===== config.mk =====
export PLATFORM = sky130hd
export DESIGN_NAME = time_set_ctrl
export DESIGN_NICKNAME = d
export VERILOG_FILES = /design/src/rtl/time_set_ctrl.sv
export SDC_FILE = /design/constraint.sdc
export NUM_CORES = 1
export LEC_CHECK = 0
export BUFFER_PORTS_ARGS = -buffer_cell sky130_fd_sc_hd__buf_2
export CORE_UTILIZATION = 63
export DETAILED_ROUTE_END_ITERATION = 7
export GPL_ROUTABILITY_DRIVEN = 0
export PLACE_DENSITY_LB_ADDON = 0.05
export SLEW_MARGIN = 10
export SYNTH_ARGS = -nofsm -noshare
export SYNTH_HDL_FRONTEND = slang
export SYNTH_SLANG_ARGS = --single-unit

===== constraint.sdc =====
create_clock -name clk -period 3.1 [get_ports clk]
set_input_delay 0.62 -clock clk [delete_from_list [all_inputs] [get_ports clk]]
set_output_delay 0.62 -clock clk [all_outputs]
set_load 0.02 [all_outputs]

===== src/rtl/time_set_ctrl.sv =====
// time_set_ctrl: front-panel time-setting controller with button sync/debounce, RUN/SET_MIN/SET_HOUR
// mode FSM, adjust pulses with hold-to-repeat and blink gates. Optional macro: SET_TIMEOUT_EN.
module time_set_ctrl #(
    parameter logic [15:0] DEBOUNCE_CYCLES = 16'd50000,
    parameter logic [23:0] REPEAT_DELAY    = 24'd5000000,
    parameter logic [23:0] REPEAT_RATE     = 24'd1000000,
    parameter logic [23:0] BLINK_HALF      = 24'd2500000
`ifdef SET_TIMEOUT_EN
    ,
    parameter logic [31:0] TIMEOUT_CYCLES  = 32'd500000000
`endif
) (
    input  logic       clk,
    input  logic       rst_n,
    input  logic       btn_mode,
    input  logic       btn_up,
    input  logic       btn_down,
    output logic       min_incr,
    output logic       min_dcr,
    output logic       hour_incr,
    output logic       hour_dcr,
    output logic       run_en,
    output logic [1:0] mode,
    output logic       blink_min,
    output logic       blink_hour
);

    localparam logic [23:0] REP_MAX = (REPEAT_DELAY > REPEAT_RATE) ? REPEAT_DELAY : REPEAT_RATE;
    localparam int DW = $clog2({1'b0, DEBOUNCE_CYCLES} + 17'd1);
    localparam int RW = $clog2({1'b0, REP_MAX} + 25'd1);
    localparam int BW = $clog2({1'b0, BLINK_HALF} + 25'd1);
    localparam logic [DW-1:0] DB_LAST    = DW'(DEBOUNCE_CYCLES - 16'd1);
    localparam logic [RW-1:0] DELAY_LAST = RW'(REPEAT_DELAY - 24'd1);
    localparam logic [RW-1:0] RATE_LAST  = RW'(REPEAT_RATE - 24'd1);
    localparam logic [BW-1:0] BLINK_LAST = BW'(BLINK_HALF - 24'd1);
    localparam logic [BW-1:0] BLINK_LOAD = BW'(BLINK_HALF);

    typedef enum logic [1:0] {
        ST_RUN  = 2'd0,
        ST_MIN  = 2'd1,
        ST_HOUR = 2'd2
    } state_t;

    state_t        r_state, w_state_nxt;
    logic [2:0]    w_btn_raw, r_sync1, r_sync2, r_db, r_db_d, r_rise;
    logic [DW-1:0] r_db_cnt [3];
    logic          r_act_up, r_act_dn, r_rep_rate, r_blink_ph;
    logic [RW-1:0] r_rep_cnt;
    logic [BW-1:0] r_blink_cnt, r_force_cnt;
    logic          r_min_incr, r_min_dcr, r_hour_incr, r_hour_dcr;
    logic          r_run_en, r_blink_min, r_blink_hour;
    logic          w_mode_evt, w_timeout, w_up_p, w_dn_p;
    logic          w_act_up_nxt, w_act_dn_nxt, w_rep_rate_nxt, w_blink_ph_nxt;
    logic [RW-1:0] w_rep_cnt_nxt, w_rep_lim;
    logic [BW-1:0] w_blink_cnt_nxt, w_force_nxt;
    logic          w_min_incr_nxt, w_min_dcr_nxt, w_hour_incr_nxt, w_hour_dcr_nxt;
    logic          w_blink_min_nxt, w_blink_hour_nxt;

    assign w_btn_raw = {btn_down, btn_up, btn_mode};

    // Synchronisers plus a registered rising-edge flag per debounced button
    always_ff @(posedge clk or negedge rst_n) begin
        if (!rst_n) begin
            r_sync1 <= 3'b000;
            r_sync2 <= 3'b000;
            r_db_d  <= 3'b000;
            r_rise  <= 3'b000;
        end else begin
            r_sync1 <= w_btn_raw;
            r_sync2 <= r_sync1;
            r_db_d  <= r_db;
            r_rise  <= r_db & ~r_db_d;
        end
    end

    // Debounce: a new level is accepted only after it has been stable for DEBOUNCE_CYCLES samples
    always_ff @(posedge clk or negedge rst_n) begin
        if (!rst_n) begin
            r_db <= 3'b000;
            for (int i = 0; i < 3; i++) r_db_cnt[i] <= {DW{1'b0}};
        end else begin
            for (int i = 0; i < 3; i++) begin
                if (r_sync2[i] == r_db[i]) begin
                    r_db_cnt[i] <= {DW{1'b0}};
                end else if (r_db_cnt[i] >= DB_LAST) begin
                    r_db[i]     <= ~r_db[i];
                    r_db_cnt[i] <= {DW{1'b0}};
                end else begin
                    r_db_cnt[i] <= r_db_cnt[i] + DW'(1'b1);
                end
            end
        end
    end

`ifdef SET_TIMEOUT_EN
    localparam int TW = $clog2({1'b0, TIMEOUT_CYCLES} + 33'd1);
    localparam logic [TW-1:0] TO_LAST = TW'(TIMEOUT_CYCLES - 32'd1);
    logic [TW-1:0] r_idle_cnt;

    assign w_timeout = (r_state != ST_RUN) && (r_db == 3'b000) && (r_idle_cnt >= TO_LAST);

    // Idle counter: runs only in SET states while every debounced key is low
    always_ff @(posedge clk or negedge rst_n) begin
        if (!rst_n) begin
            r_idle_cnt <= {TW{1'b0}};
        end else if ((r_state == ST_RUN) || (r_db != 3'b000) || w_mode_evt) begin
            r_idle_cnt <= {TW{1'b0}};
        end else if (r_idle_cnt != {TW{1'b1}}) begin
            r_idle_cnt <= r_idle_cnt + TW'(1'b1);
        end else begin
            r_idle_cnt <= r_idle_cnt;
        end
    end
`else
    assign w_timeout = 1'b0;
`endif

    assign w_mode_evt = r_rise[0] | w_timeout;

    // Mode state register
    always_ff @(posedge clk or negedge rst_n) begin
        if (!rst_n) r_state <= ST_RUN;
        else        r_state <= w_state_nxt;
    end

    // Mode next-state: a mode press advances, an idle timeout falls back to RUN
    always_comb begin
        w_state_nxt = r_state;
        if (r_rise[0]) begin
            case (r_state)
                ST_RUN:  w_state_nxt = ST_MIN;
                ST_MIN:  w_state_nxt = ST_HOUR;
                ST_HOUR: w_state_nxt = ST_RUN;
                default: w_state_nxt = ST_RUN;
            endcase
        end else if (w_timeout) begin
            w_state_nxt = ST_RUN;
        end else begin
            w_state_nxt = r_state;
        end
    end

    // Adjust pulses, repeat timing and blink gating derived from the current mode
    always_comb begin
        w_up_p         = 1'b0;
        w_dn_p         = 1'b0;
        w_act_up_nxt   = 1'b0;
        w_act_dn_nxt   = 1'b0;
        w_rep_cnt_nxt  = {RW{1'b0}};
        w_rep_rate_nxt = 1'b0;
        w_rep_lim      = r_rep_rate ? RATE_LAST : DELAY_LAST;
        // A mode change or both keys down disarms repeat; the surviving key must be re-pressed
        if (w_mode_evt || (r_state == ST_RUN)) begin
            w_act_up_nxt = 1'b0;
        end else if (r_db[1] && r_db[2]) begin
            w_act_up_nxt = 1'b0;
        end else if (r_rise[1] && r_db[1]) begin
            w_up_p       = 1'b1;
            w_act_up_nxt = 1'b1;
        end else if (r_rise[2] && r_db[2]) begin
            w_dn_p       = 1'b1;
            w_act_dn_nxt = 1'b1;
        end else if ((r_act_up && r_db[1]) || (r_act_dn && r_db[2])) begin
            w_act_up_nxt   = r_act_up;
            w_act_dn_nxt   = r_act_dn;
            w_rep_rate_nxt = r_rep_rate;
            if (r_rep_cnt >= w_rep_lim) begin
                w_up_p         = r_act_up;
                w_dn_p         = r_act_dn;
                w_rep_cnt_nxt  = {RW{1'b0}};
                w_rep_rate_nxt = 1'b1;
            end else begin
                w_rep_cnt_nxt = r_rep_cnt + RW'(1'b1);
            end
        end else begin
            w_act_up_nxt = 1'b0;
        end

        if (w_mode_evt || (r_state == ST_RUN)) begin
            w_blink_cnt_nxt = {BW{1'b0}};
            w_blink_ph_nxt  = 1'b1;
            w_force_nxt     = {BW{1'b0}};
        end else begin
            if (r_blink_cnt >= BLINK_LAST) begin
                w_blink_cnt_nxt = {BW{1'b0}};
                w_blink_ph_nxt  = ~r_blink_ph;
            end else begin
                w_blink_cnt_nxt = r_blink_cnt + BW'(1'b1);
                w_blink_ph_nxt  = r_blink_ph;
            end
            if (w_up_p || w_dn_p) begin
                w_force_nxt = BLINK_LOAD;
            end else if (r_force_cnt != {BW{1'b0}}) begin
                w_force_nxt = r_force_cnt - BW'(1'b1);
            end else begin
                w_force_nxt = r_force_cnt;
            end
        end

        w_min_incr_nxt   = w_up_p && (r_state == ST_MIN);
        w_min_dcr_nxt    = w_dn_p && (r_state == ST_MIN);
        w_hour_incr_nxt  = w_up_p && (r_state == ST_HOUR);
        w_hour_dcr_nxt   = w_dn_p && (r_state == ST_HOUR);
        w_blink_min_nxt  = (w_state_nxt == ST_MIN)  && (w_blink_ph_nxt || (w_force_nxt != {BW{1'b0}}));
        w_blink_hour_nxt = (w_state_nxt == ST_HOUR) && (w_blink_ph_nxt || (w_force_nxt != {BW{1'b0}}));
    end

    // Datapath and output registers
    always_ff @(posedge clk or negedge rst_n) begin
        if (!rst_n) begin
            r_act_up     <= 1'b0;
            r_act_dn     <= 1'b0;
            r_rep_cnt    <= {RW{1'b0}};
            r_rep_rate   <= 1'b0;
            r_blink_cnt  <= {BW{1'b0}};
            r_blink_ph   <= 1'b0;
            r_force_cnt  <= {BW{1'b0}};
            r_min_incr   <= 1'b0;
            r_min_dcr    <= 1'b0;
            r_hour_incr  <= 1'b0;
            r_hour_dcr   <= 1'b0;
            r_run_en     <= 1'b1;
            r_blink_min  <= 1'b0;
            r_blink_hour <= 1'b0;
        end else begin
            r_act_up     <= w_act_up_nxt;
            r_act_dn     <= w_act_dn_nxt;
            r_rep_cnt    <= w_rep_cnt_nxt;
            r_rep_rate   <= w_rep_rate_nxt;
            r_blink_cnt  <= w_blink_cnt_nxt;
            r_blink_ph   <= w_blink_ph_nxt;
            r_force_cnt  <= w_force_nxt;
            r_min_incr   <= w_min_incr_nxt;
            r_min_dcr    <= w_min_dcr_nxt;
            r_hour_incr  <= w_hour_incr_nxt;
            r_hour_dcr   <= w_hour_dcr_nxt;
            r_run_en     <= (r_state == ST_RUN);
            r_blink_min  <= w_blink_min_nxt;
            r_blink_hour <= w_blink_hour_nxt;
        end
    end

    assign mode       = r_state;
    assign run_en     = r_run_en;
    assign min_incr   = r_min_incr;
    assign min_dcr    = r_min_dcr;
    assign hour_incr  = r_hour_incr;
    assign hour_dcr   = r_hour_dcr;
    assign blink_min  = r_blink_min;
    assign blink_hour = r_blink_hour;

endmodule


# --- Yosys cells after proc, flatten, opt, wreduce, memory -nomap -nowiden ---
# Index checks and enable logic that the tools add are counted.
# Widths: inputs -> output; s select.
word_totals:
  register_bits: 143
  out_inout_bits: 9
  input_bits: 5
  elab_cells: 124
classes:
  order_cmp: 5
  bitwise_logic: 9
  addsub: 6
  n_reduce_logical: 21
  n_mux: 49
  eq_ne: 9
op_table:
  columns: ["operator", "count"]
  rows:
  - ["$mux 23", 7]
  - ["$mux 22", 5]
  - ["$mux 16", 6]
  - ["$add 16x1->16 const B", 3]
  - ["$ge 16x16->1 const B", 3]
  - ["$reduce_bool 22->1", 2]
  - ["$mux 1", 29]
  - ["$add 23x1->23 const B", 1]
  - ["$ge 23x23->1", 1]
  - ["$add 22x1->22 const B", 1]
  - ["$ge 22x22->1 const B", 1]
  - ["$sub 22x1->22 const B", 1]
  - ["$logic_and 1x1->1", 11]
  - ["$not 1->1", 7]
  - ["$ne 6x5->1 const B", 1]
  - ["$reduce_and 2->1", 3]
  - ["$ne 5x5->1 const B", 1]
  - ["$eq 2x1->1 const B", 2]
  - ["$eq 2x2->1 const B", 2]
  - ["$logic_or 1x1->1", 4]
  - ["$pmux 2 s2", 1]
  - ["$and 3x3->3", 1]
  - ["$eq 1x1->1", 3]
  - ["$not 3->3", 1]
  - ["other kinds (2)", 2]

# --- Logic depth before layout (Yosys ltp) ---
logic_depth:
  depth_word: 14
  depth_mapped: 11
  depth_no_buf: 9

# --- Worst setup path before layout ---
# OpenSTA, ideal clock, no wires.
synth_path:
  kind: "register to register"
  startpoint: "register r_force_cnt[0]"
  endpoint: "register r_blink_hour (netlist: blink_hour)"
  required_time_ps: 2969
  synth_period_minus_slack_ps: 2467
  path_stages_with_launch: 12
  setup_ps: 131
  slack_ps: 633
  arrival_time_ps: 2336
  cell_sequence: "dfrtp_1 inv_1 ha_1 or4b_1 buf_2 nor4_4 nand2_2 buf_6 a221oi_2 nand4_1 nor4_2 nor3b_1"
synth_between:
  elab_chain_cells: 7
synth_lines:
  columns: ["item", "line_no", "rtl"]
  rows:
  - ["start, declared", "49", "logic [BW-1:0] r_blink_cnt, r_force_cnt;"]
  - ["start signal, assigned", "217", "r_force_cnt <= {BW{1'b0}};"]
  - ["start signal, assigned", "232", "r_force_cnt <= w_force_nxt;"]
  - ["$sub 22x1->22 / $reduce_bool 22->1 (equally long branches)", "194, 193", null]
  - ["$mux 22 (*)", "193", "end else if (r_force_cnt != {BW{1'b0}}) begin"]
  - ["$mux 22 (*)", "191", "if (w_up_p || w_dn_p) begin"]
  - ["$mux 22 (*)", "179", "if (w_mode_evt || (r_state == ST_RUN)) begin"]
  - ["$reduce_bool 22->1 (*)", "205", "w_blink_hour_nxt = (w_state_nxt == ST_HOUR) && (w_blink_ph_nxt || (w_force_nxt != {BW{1'b0}}));"]
  - ["$logic_or 1x1->1 (*)", "205", null]
  - ["$logic_and 1x1->1 (*)", "205", null]
  - ["via w_blink_hour_nxt", "57", "logic w_blink_min_nxt, w_blink_hour_nxt;"]
  - ["end signal, assigned", "239", "r_blink_hour <= w_blink_hour_nxt;"]
  - ["end, declared", "51", "logic r_run_en, r_blink_min, r_blink_hour;"]
# The timed path passes the listed nets; every way through them passes the cells marked *.
# A chain may end at the register's enable or synchronous reset.

# --- Final worst setup path ---
layout_path:
  startpoint: "register r_force_cnt[0]"
  endpoint: "register r_blink_min (netlist: blink_min)"
layout_between:
  elab_chain_cells: 7
layout_lines:
  columns: ["item", "line_no", "rtl"]
  rows:
  - ["$sub 22x1->22 / $reduce_bool 22->1 (equally long branches)", "194, 193", null]
  - ["$mux 22 (*)", "193", null]
  - ["$mux 22 (*)", "191", null]
  - ["$mux 22 (*)", "179", null]
  - ["$reduce_bool 22->1 (*)", "204", "w_blink_min_nxt = (w_state_nxt == ST_MIN) && (w_blink_ph_nxt || (w_force_nxt != {BW{1'b0}}));"]
  - ["$logic_or 1x1->1 (*)", "204", null]
  - ["$logic_and 1x1->1 (*)", "204", null]
  - ["via w_blink_min_nxt", "57", null]
  - ["end signal, assigned", "238", "r_blink_min <= w_blink_min_nxt;"]
  - ["end, declared", "51", null]
# Marks and branches as above.

==> impl_metrics.ini <==
[die]
die_area_mm2 = 0.01147
die_height_um = 107.1
io_pins = 14
die_w_um = 107.1
initial_core_util_pct = 64.47
rows = 38
core_mm2 = 0.01079

[clock_network]
cts_max_level = 4
cts_tree = built
cts_setup_buffers = 0
holdBufCountCts = 0
ctsResizeCount = 0
cts-buffers-inserted = 17
clkTransAtPathRegs_ns = 0.06
clock-sinks = 143
root_buffer = clkbuf_8
clkLatencyLatePin_ns = 0.53
cts_buffer_depth = 2

[grt]
grt-ovfl-total = 0
grt_use_total_pct = 26.41
antenna_found_initial = 0
grt_pass1_vias = 5113
grt_pass1_wl_um = 23500
grt_max_degree = 61

[yosys]
syn_inst = 708
synth_top_family_by_area = simple AND/OR/NAND/NOR gates
avgSynthCellArea_um2 = 9.828
syn_area_mm2 = 0.006958
synthesis.nets = 724
synth_ff_type = dfrtp_1
ys_seq_area_share_pct = 51.45
synth-adder-area-share_pct = 1.978
synthMuxAreaShare_pct = 0.7912
synth.distinct_cells = 61
synth_compound_area_share_pct = 7.085
async_reset_ff_share_pct = 100.0
ys_ff_latch = 143
synth_edf_count = 0
synth-xor-area-share_pct = 11.58
yosys.area_share.simple_pct = 25.45
synth_warnings = 0

[timing]
slew_headroom_pct = 44.97
fin_ws_ns = 0.2423
skew_ns = 0.009152
tns_ns = 0
slew_viol_final = 0
holdWs_ns = 0.06609
layout_min_cycle_time_ns = 2.858
final_hold_viol_count = 0
fin_crit_sh_pct = 92.18
rsz0062_at_grt = false
max_freq_ghz = 0.3499
setup_violations = 0
tightest_slew_ns = 0.8232

[place]
port-buffer-count = 13
dp_cells = 851
pre_cts_ws_ns = 0.3252
placement.cell_area_mm2 = 0.007187
hpwl_um = 8950

[route]
vias = 5198
antenna_left = 0
drc = 0
wirelength_um = 13810
vias_per_cell = 5.900
first_pass_iters = 5
wl_per_cell_um = 15.67
drtIter0Drc = 367

[critical_path]
worst-path-stages = 9
rr_worst_depth = 9
start_kind = flip-flop
cp_max_fo = 11
slowest_delay_ns = 0.64
required_ns = 3.50
critPathKind = reg -> reg
cp_cell_sequence = inv_1 > ha_1 > or4b_1 > nor4_4 > nand2_2 > a221oi_2 > nand4_1 > nor4_2 > nor3b_1
reg2reg_to = blink_min
critPathBufInv = 1
crit_path_top_delay_cell = or4b_1
path_delay_family = simple AND/OR/NAND/NOR gates
setup.worst_path.end_class = flip-flop
reg2reg_slack_ns = 0.24
worstReg2RegStart = r_force_cnt[0]
arrival_ns = 3.26

[min_path]
hold_path_class = in -> async

[power]
power-per-cell-area_mw_per_mm2 = 522.8
power_mw = 4.080
ir_drop_mv = 0.4983
cellLeakagePower_nw = 3.519

[flow_run]
cap_viol_max_count = 0

[layout]
fin_area_mm2 = 0.007805
final_cells = 881
drive_gt1_share_pct = 9.312
antennaDiodeCount = 0
area_delta_synth_final_pct = 12.17
fin_util_pct = 72.32
fin_nets = 746

[outcome]
outcome = finished, final reports clean
==> worst max path at each step <==
stage	startpoint	to	slack, ns
detailed placement	r_force_cnt[0]	blink_min	0.33
global route	r_force_cnt[0]	blink_hour	0.05
finish	r_force_cnt[0]	blink_min	0.24
floorplan	r_force_cnt[0]	blink_hour	0.63
CTS	r_force_cnt[0]	blink_min	0.29
global placement	r_force_cnt[0]	blink_hour	0.44
==> synth_stat cells (all sizes together), types with 2 or more instances <==
| cell type | instances | area (um^2) |
|---|---|---|
| a211oi | 3 | 22.52 |
| a21o | 5 | 38.79 |
| a21oi | 20 | 100.1 |
| a221oi | 3 | 32.53 |
| a22oi | 2 | 15.01 |
| a31oi | 7 | 43.79 |
| and2 | 4 | 25.03 |
| and3 | 31 | 193.9 |
| and4 | 6 | 52.55 |
| buf | 5 | 37.53 |
| clkbuf | 12 | 45.04 |
| dfrtp | 142 | 3553 |
| ha | 11 | 137.6 |
| inv | 9 | 33.78 |
| mux2 | 4 | 45.04 |
| nand2 | 57 | 216.5 |
| nand2b | 8 | 50.05 |
| nand3 | 32 | 160.2 |
| nand3b | 4 | 30.03 |
| nand4 | 14 | 87.58 |
| nand4b | 3 | 26.28 |
| nor2 | 134 | 503.0 |
| nor2b | 5 | 31.28 |
| nor3 | 19 | 95.09 |
| nor3b | 4 | 30.03 |
| nor4 | 13 | 102.6 |
| o21a | 4 | 30.03 |
| o21ai | 15 | 75.07 |
| o31a | 3 | 26.28 |
| o41ai | 2 | 17.52 |
| or2 | 4 | 25.02 |
| or3 | 8 | 50.05 |
| or4 | 3 | 26.27 |
| or4b | 4 | 40.04 |
| xnor2 | 36 | 315.3 |
| xor2 | 56 | 490.5 |
==> routing by layer <==
| layer | track usage [%] | up-vias | wire (um) |
|---|---|---|---|
| li1 | - | 2498 | - |
| met1 | 34.70 | 2515 | 6189 |
| met2 | 41.11 | 150 | 6596 |
| met3 | 7.720 | 35 | 715 |
| met4 | 10.86 | 0 | 304 |
| met5 | 0 | - | 0 |
==> where the power goes <==
group	internal [mW]	switching (mW)	total, mW
sequential	1.88	0.00883	1.89
combinational	0.0160	0.0515	0.0676
clock	1.36	0.758	2.12
total	3.26	0.819	4.08
==> flip-flops by register name, summed over array words and instances (netlist names), 2 cells and up <==
name	count
mode	2
r_sync2	3
r_db_cnt	48
r_rep_cnt	23
r_db_d	3
r_sync1	3
r_blink_cnt	22
r_db	3
r_rise	3
r_force_cnt	22
==> kinds of logic (layout without fill, tap and decap cells) <==
logic type / Yosys count / in the layout
xor+xnor: 92 / 92
fa+ha+maj: 11 / 11
mux: 5 / 5
simple gates: 356 / 356
flops: 143 / 143
buf+inv: 26 / 59
compound gates: 75 / 75
==> placed cells by master, fill, tap and decap left out, drive strengths merged, types with 11 or more instances in the layout <==
cell type | synthesis | routed
nand2 | 57 | 57
clkbuf | 12 | 21
xor2 | 56 | 56
nor2 | 134 | 134
dfrtp | 142 | 142
buf | 5 | 20
nand3 | 32 | 32
nor4 | 13 | 13
a21oi | 20 | 20
nand4 | 14 | 14
and3 | 31 | 31
o21ai | 15 | 15
xnor2 | 36 | 36
nor3 | 19 | 19
ha | 11 | 11
==> layout make-up <==
cell class / instances / area (um^2)
clock buffer: 21 / 459.2
clock inverter: 9 / 158.9
fill: 773 / 2988
inverter: 9 / 33.78
multi-input combinational: 539 / 3262
sequential: 143 / 3580
tap: 140 / 175.2
timing repair buffer: 20 / 136.4
Power figures use the tool's default switching activity.
